--- config.mk ---
export PLATFORM = sky130hd
export DESIGN_NAME = register_file
export DESIGN_NICKNAME = d
export VERILOG_FILES = /design/src/rtl/register_file_pkg.sv /design/src/rtl/register_file.sv
export SDC_FILE = /design/constraint.sdc
export NUM_CORES = 2
export LEC_CHECK = 0
export ABC_AREA = 1
export CAP_MARGIN = 25
export CORE_MARGIN = 1
export CORE_UTILIZATION = 35
export DETAILED_ROUTE_END_ITERATION = 7
export GPL_TIMING_DRIVEN = 0
export PLACE_DENSITY = 0.58
export RECOVER_POWER = 25
export SLEW_MARGIN = 20
export SYNTH_ARGS = -nofsm -noshare
export SYNTH_HDL_FRONTEND = slang
export SYNTH_SLANG_ARGS = --single-unit
--- constraint.sdc ---
create_clock -name clk -period 1.9 [get_ports clk]
set_input_delay 0.19 -clock clk [delete_from_list [all_inputs] [get_ports clk]]
set_output_delay 0.19 -clock clk [all_outputs]
set_load 0.02 [all_outputs]
--- src/rtl/register_file_pkg.sv ---
// Shared architectural constants for the register file, ALU, decoder and core top.
package register_file_pkg;

    localparam int XLEN       = 32;
    localparam int REG_ADDR_W = 5;
    localparam int NUM_REGS   = 32;
    localparam int WCOUNT_W   = 16;

    localparam logic [REG_ADDR_W-1:0] ZERO_REG = 5'd0;

    // x0 is hardwired to zero, so it is never a legal write target.
    function automatic logic is_writable(input logic [REG_ADDR_W-1:0] addr);
        return addr != ZERO_REG;
    endfunction

endpackage

--- src/rtl/register_file.sv ---
// Two-read / one-write integer register file with optional write-to-read forwarding
// and a count of committed writes.
module register_file
    import register_file_pkg::REG_ADDR_W, register_file_pkg::NUM_REGS,
           register_file_pkg::WCOUNT_W, register_file_pkg::ZERO_REG,
           register_file_pkg::is_writable;
#(
    parameter int BYPASS = 1,
    parameter int XLEN   = register_file_pkg::XLEN
) (
    input  logic                  clk,
    input  logic                  rst,
    input  logic [REG_ADDR_W-1:0] A1,
    input  logic [REG_ADDR_W-1:0] A2,
    input  logic [REG_ADDR_W-1:0] A3,
    input  logic [XLEN-1:0]       WD3,
    input  logic                  WE3,
    output logic [XLEN-1:0]       RD1,
    output logic [XLEN-1:0]       RD2,
    output logic [WCOUNT_W-1:0]   WriteCount
);

    logic [XLEN-1:0]     regs_q [NUM_REGS];
    logic [XLEN-1:0]     regs_d [NUM_REGS];
    logic [WCOUNT_W-1:0] write_count_q;
    logic [WCOUNT_W-1:0] write_count_d;
    logic                wr_fire;
    logic                fwd_en;

    // Gating with rst keeps a write presented during reset from forwarding as well.
    always_comb begin
        wr_fire = 1'b0;
        if (WE3 === 1'b1 && rst) begin
            wr_fire = is_writable(A3);
        end
        fwd_en = (BYPASS != 0) && wr_fire;
    end

    always_comb begin
        regs_d        = regs_q;
        write_count_d = write_count_q;
        if (wr_fire) begin
            regs_d[A3]    = WD3;
            write_count_d = write_count_q + 1'b1;
        end
        regs_d[ZERO_REG] = '0;
    end

    always_ff @(posedge clk or negedge rst) begin
        if (!rst) begin
            for (int i = 0; i < NUM_REGS; i++) begin
                regs_q[i] <= '0;
            end
            write_count_q <= '0;
        end else begin
            regs_q        <= regs_d;
            write_count_q <= write_count_d;
        end
    end

    always_comb begin
        RD1 = regs_q[A1];
        if (A1 == ZERO_REG) begin
            RD1 = '0;
        end else if (fwd_en && A1 == A3) begin
            RD1 = WD3;
        end

        RD2 = regs_q[A2];
        if (A2 == ZERO_REG) begin
            RD2 = '0;
        end else if (fwd_en && A2 == A3) begin
            RD2 = WD3;
        end
    end

    assign WriteCount = write_count_q;

endmodule

==> Word level (Yosys, flattened, before mapping) <==
Cells that the tools add are included.
{ "classes": {"n_bitwise": 3, "add_sub_neg": 1, "reduce_logical": 7, "magnitude_cmp": 4, "n_mux": 14, "eq_ne": 3} }
{ "ops": {"columns": ["op", "n"], "rows": [
  ["$bwmux 1024", 1],
  ["$bmux 32 s5", 2],
  ["$mux 32", 9],
  ["$demux 32 s5", 1],
  ["$ge 6x6->1 const B", 3],
  ["$not 5->6", 3],
  ["$add 16x1->16 const B", 1],
  ["$eq 5x5->1", 2],
  ["$logic_not 5->1", 2],
  ["$lt 6x1->1 const B", 1],
  ["$reduce_bool 5->1", 1],
  ["$logic_and 1x1->1", 4],
  ["$eqx 1x1->1 const B", 1],
  ["$mux 1", 1]
]} }
{ "word_totals": {"regBits": 1008, "input_bits": 50} }

==> Longest topological paths before layout <==
{ "logic_depth": {"word_depth": 6, "ltp_mapped": 12, "ltp_nobuf": 9} }

==> Least setup slack after synthesis <==
OpenSTA, ideal clock, no wires.
{ "synth_timing": {"path_type": "input to output", "from": "input port A3[3]", "to": "output port RD1[10]", "cell_stages": 12, "path_buffers": 3, "t_required_ps": 1710, "t_arrival_ps": 1601, "slack_ps": 109, "cell_sequence": "buf_4 inv_2 nand2_2 nor2_4 nand2_1 nand2_2 inv_2 buf_8 nand3b_4 buf_4 nand3_1 nand2_1"} }
{ "synth_via": {"elab_chain_cells": 5, "word_cells_on_any_way": 6} }
{ "synth_lines": {"columns": ["element", "line_no", "text"], "rows": [
  ["start, declared", "register_file.sv:15", "input logic [REG_ADDR_W-1:0] A3,"],
  ["$reduce_bool 5->1", "register_file_pkg.sv:13", "return addr != ZERO_REG;"],
  ["$mux 1", "register_file.sv:33", "if (WE3 === 1'b1 && rst) begin"],
  ["$logic_and 1x1->1 (*)", "register_file.sv:65", "end else if (fwd_en && A1 == A3) begin"],
  ["$mux 32 (*)", "register_file.sv:65", null],
  ["$mux 32 (*)", "register_file.sv:63", "if (A1 == ZERO_REG) begin"],
  ["end, declared", "register_file.sv:18", "output logic [XLEN-1:0] RD1,"]
]} }
Mark *: on every way between the ends. The rest lies on a longest branch, timed or not.

==> Final worst setup path <==
{ "layout_timing": {"from": "input port A2[0]", "to": "output port RD2[12]"} }
{ "layout_via": {"elab_chain_cells": 6, "word_cells_on_any_way": 9} }
{ "layout_lines": {"columns": ["element", "line_no", "text"], "rows": [
  ["start, declared", "register_file.sv:14", "input logic [REG_ADDR_W-1:0] A2,"],
  ["$not 5->6 (implied by the code)", "register_file.sv:69", "RD2 = regs_q[A2];"],
  ["$bmux 32 s5", "register_file.sv:69", null],
  ["$mux 32 (implied by the code) (2 in series)", "register_file.sv:69", null],
  ["$mux 32", "register_file.sv:72", "end else if (fwd_en && A2 == A3) begin"],
  ["$mux 32 (*)", "register_file.sv:70", "if (A2 == ZERO_REG) begin"],
  ["end, declared", "register_file.sv:19", "output logic [XLEN-1:0] RD2,"]
]} }
Mark *: on every way between the ends. The rest lies on a longest branch, timed or not. The select of a mux whose other input is x is not followed.

==> out/metrics.sh <==
STATUS='finished with violations'
FAILED_CHECKS='design-rule violations, negative hold slack, negative setup slack'
WORST_HOLD_CHECK_PATH_TYPE='in -> async'
FINAL_CELL_COUNT_NO_FILL=11631
POWER.DENSITY_CELL_AREA_nW_PER_UM2=897.8
CTS.SINK_COUNT=1008
PLACEABLECOREAREA_UM2=167600
MULTI_INPUT_COMB_AREA_UM2=32740
DRT-WIRELENGTH-PER-CELL_UM=29.38
CLK_TRANSITION_REPORTED_PATHS_PS=60
FINALSETUPVIOLATIONS=395
GRT_FIRST_PASS_WIRELENGTH_MM=471.0
PLACE.GP.CONGESTION=1.030
CAP_VIOLATIONS=0
MAX_FREQ_MHz=402.7
GRT_ANTENNA_BEFORE_REPAIR=18
FINAL-SEQ-AREA_UM2=25220
MAXSLEWHEADROOM_PCT=3.813
SYNTH.YOSYS.SEQ_AREA_SHARE_PCT=42.58
POSTROUTEWIRELENGTH_MM=341.7
GRT_START_MAX_NET_PINS=139
DRIVE_GT1_SHARE_PCT=21.46
PORT_BUFFERS=119
VDD_DROP_MAX_mV=0.6789
CTS_BUFFERS=118
DETAIL_ROUTE.FIRST_PASS.ITERATIONS=8
SKEW_PS=13.09
TIMING.FINAL.MAX_SLEW_VIOLATIONS=0
AREA_GROWTH_SYN_TO_LAYOUT_PCT=28.67
LAYOUT_MIN_CYCLE_TIME_PS=2483
SYNTHESIS.INSTANCES=8896
GRT_OVERFLOW_TOTAL=0
CRIT_FAMILY='buffers and inverters'
GRT_SETUP_UNREPAIRED='true'
CLOCK_TREE.HTREE_LEVEL_COUNT=3
LEAKAGEPOWER_nW=37.19
CRIT_REQUIRED_PS=1710
POWER.TOTAL_mW=68.43
PLACED_CELLS=11249
FINAL_CORE_UTILIZATION_PCT=45.48
SYNTH-SEQ-CELLS=1008
DETAIL-ROUTE-ANTENNA-NETS=0
INITIAL_CORE_UTIL_PCT=35.35
TIMING.CRITICAL_PATH.ARRIVAL_PS=2290
FILL_CELLS=17103
ROUTE.DETAILED.DRC=5
PLACEMENT.SETUP.WORST_SLACK_PS=-2796
FINAL_HOLD_VIOLS=26
LAYOUT_SETUP_WS_PS=-583.5
PLACEMENT_ROWS=150
DRC_MARKER_COUNT_FROM_THE_FIRST_DETAILED_ROUTE_ITERATION=9194
CLOCK_TREE.BUFFER_DEPTH=3
POST_SYNTH_INSTANCE_AREA_UM2=59240
DIE_HEIGHT_UM=413.4
WORST_HOLD_MARGIN_PS=-76.55
TRITONCTS='built'
WORST_PATH_LARGEST_CELL_DELAY_PS=310
CRIT_PATH_CELL_TRACE='buf_4, buf_6, buf_6, clkbuf_4, nand2_1, nand3_1, nand3_1, nand3_1, nand3_4, nand3_4, nand2_2, buf_6'
CTS_ROOT_BUFFER='sky130_fd_sc_hd__clkbuf_16'
WORST_SLEW_PIN_SLEW_PS=1443
GRT_PASS1_VIAS=62262
FINAL_MIN_PERIOD_OVER_CLOCK_PERIOD_PCT=130.7
VIA_COUNT=67223
CRITICAL_PATH_PEAK_FANOUT=10
WORSTSETUPENDPOINTTYPE='primary output'
CLK-INSERTION-DELAY-LATE_PS=810
YS.WARNINGS.COUNT=0
DETAIL_ROUTE.VIAS_PER_CELL=5.780
GRT_UTIL_ALL_LAYERS_PCT=38.99
SYNTH_CELL_TYPES=32
CRITICAL_PATH.STARTPOINT_TYPE='primary input'
CRIT_PATH_TOP_DELAY_CELL='sky130_fd_sc_hd__clkbuf_4'
DIE_WIDTH_UM=413.4
COUNT_OF_BUFFERING_CELLS_ON_THE_CRITICAL_PATH_WITH_INVERTERS_INCLUDED=5
SYN_NETS=8947
NUM_IO_PINS=130
DIE-AREA_UM2=170900
WORSTSETUPPATHTYPE='in -> out'
PLACE.DETAILED.HPWL_MM=244.5
NUM-NETS-FINAL=9355
SYN_AVG_CELL_AREA_UM2=6.659
==> metal layers <==
metal	up-vias	part of all wire, %	GRT usage [%]
li1	29117	-	-
met1	32502	39	50.50
met2	4458	42	56.49
met3	1136	13	13.34
met4	10	6.7	21.69
met5	-	0.069	0
==> registers in the layout (all words and copies together), names as in the netlist <==
| signal | cells |
|---|---|
| WriteCount | 16 |
| regs_q | 992 |
==> layout by cell type, fill, tap and decap left out, types with 18 or more instances in the layout <==
cell type,count
sky130_fd_sc_hd__dfrtp_1,1008
sky130_fd_sc_hd__inv_2,191
sky130_fd_sc_hd__diode_2,23
sky130_fd_sc_hd__bufinv_16,18
sky130_fd_sc_hd__buf_2,103
sky130_fd_sc_hd__buf_4,210
sky130_fd_sc_hd__clkbuf_2,127
sky130_fd_sc_hd__clkbuf_1,227
sky130_fd_sc_hd__clkdlybuf4s50_1,33
sky130_fd_sc_hd__clkbuf_16,124
sky130_fd_sc_hd__o21ai_1,85
sky130_fd_sc_hd__buf_6,101
sky130_fd_sc_hd__clkinv_2,24
sky130_fd_sc_hd__nand3_1,1220
sky130_fd_sc_hd__inv_1,784
sky130_fd_sc_hd__nand3_2,522
sky130_fd_sc_hd__nand3_4,187
sky130_fd_sc_hd__clkbuf_4,116
sky130_fd_sc_hd__nand2_2,126
sky130_fd_sc_hd__nand2_1,3047
sky130_fd_sc_hd__clkbuf_8,53
sky130_fd_sc_hd__o21ai_0,910
==> layout make-up <==
class	instances	area share, %
antenna	23	0.07551
buffer	727	6.064
clock buffer	157	4.343
clock inverter	63	1.152
inverter	980	4.849
multi-input combinational	6181	42.95
sequential	1008	33.09
tap	2204	3.618
timing repair buffer	288	3.856
==> synthesized netlist by cell type <==
cell                       count  area [µm²]
sky130_fd_sc_hd__a21oi_1       1       5.000
sky130_fd_sc_hd__buf_1       104       390.4
sky130_fd_sc_hd__buf_2        79       395.4
sky130_fd_sc_hd__buf_4        40       300.3
sky130_fd_sc_hd__buf_6         4       45.04
sky130_fd_sc_hd__buf_8         1       15.01
sky130_fd_sc_hd__clkbuf_1    495        1858
sky130_fd_sc_hd__clkbuf_2      4       20.02
sky130_fd_sc_hd__dfrtp_1    1008       25220
sky130_fd_sc_hd__ha_1          1       12.51
sky130_fd_sc_hd__inv_1       968        3633
sky130_fd_sc_hd__inv_2        12       45.04
sky130_fd_sc_hd__nand2_1    3179       11930
sky130_fd_sc_hd__nand2_2      13       81.33
sky130_fd_sc_hd__nand3_1    1922        9619
sky130_fd_sc_hd__nand3_2       4       40.04
sky130_fd_sc_hd__nand3_4       3       52.55
sky130_fd_sc_hd__nand3b_4      1       20.02
sky130_fd_sc_hd__nand4_1       5       31.28
sky130_fd_sc_hd__nand4_2       4       50.05
sky130_fd_sc_hd__nand4_4       5       106.4
sky130_fd_sc_hd__nor2_1       12       45.04
sky130_fd_sc_hd__nor2_2        1       6.260
sky130_fd_sc_hd__nor2_4        5       56.30
sky130_fd_sc_hd__nor3_1        6       30.03
sky130_fd_sc_hd__nor3_2        3       30.03
sky130_fd_sc_hd__nor4_2        1       12.51
sky130_fd_sc_hd__nor4_4        2       42.54
sky130_fd_sc_hd__o21ai_0     910        4554
sky130_fd_sc_hd__o21ai_1      85       425.4
sky130_fd_sc_hd__xnor2_1       7       61.31
sky130_fd_sc_hd__xor2_1       11       96.34
==> per-stage QoR <==
stage	TNS [ps]	area (µm²)	hold WS [ps]
final	-90040	76220	-76.55
after CTS	-28200	73060	-80.09
after detailed placement	-1845780	63850	139.7
after global placement	-	63190	465.6
after floorplan	0	59240	-105.6
after global routing	-142490	76170	17.48
==> report_power, final <==
group / leakage, nW / total (mW) / internal, mW / switching [mW]
clock network: 2.04 / 25.4 / 14.7 / 10.7
registers: 13.5 / 26.1 / 24.3 / 1.82
logic: 21.7 / 17.0 / 5.47 / 11.5
total: 37.2 / 68.4 / 44.4 / 24.0
==> cells by family after synthesis <==
| group | after synthesis | share of synthesized area (%) |
|---|---|---|
| flops | 1008 | 42.58 |
| compound gates | 996 | 8.415 |
| buf+inv | 1707 | 11.31 |
| fa+ha+maj | 1 | 0.02112 |
| xor+xnor | 18 | 0.2661 |
| simple gates | 5166 | 37.40 |
==> worst paths after layout <==
check	start	slack [ps]	to	cells after the start
max	A2[0]	-580	RD2[12]	12
min	rst	-80	regs_q[75]	6
max reg2reg	WriteCount[4]	250	WriteCount[13]	7
min reg2reg	regs_q[903]	480	regs_q[903]	2
max in group asynchronous	rst	-360	regs_q[770]	9
min in group clk	A3[3]	120	regs_q[480]	5
==> worst register-to-register path, stage by stage, from the launching register on <==
cell,delay (ps)
sky130_fd_sc_hd__dfrtp_1,410
sky130_fd_sc_hd__nand2_1,100
sky130_fd_sc_hd__nor3_2,310
sky130_fd_sc_hd__nand3_1,110
sky130_fd_sc_hd__nor2_1,230
sky130_fd_sc_hd__nand2_1,140
sky130_fd_sc_hd__o21ai_0,170
sky130_fd_sc_hd__nand2_1,60
==> repair_timing <==
action / CTS / global route
hold buffers: 13 / 5
cloned: 6 / 2
setup buffers: 19 / 92
hold endpoints to repair: 428 / 62
gates resized for setup: 1735 / 724
setup endpoints to repair: 1084 / 317
pin swaps: 258 / 349
Power figures use the tool's default switching activity.
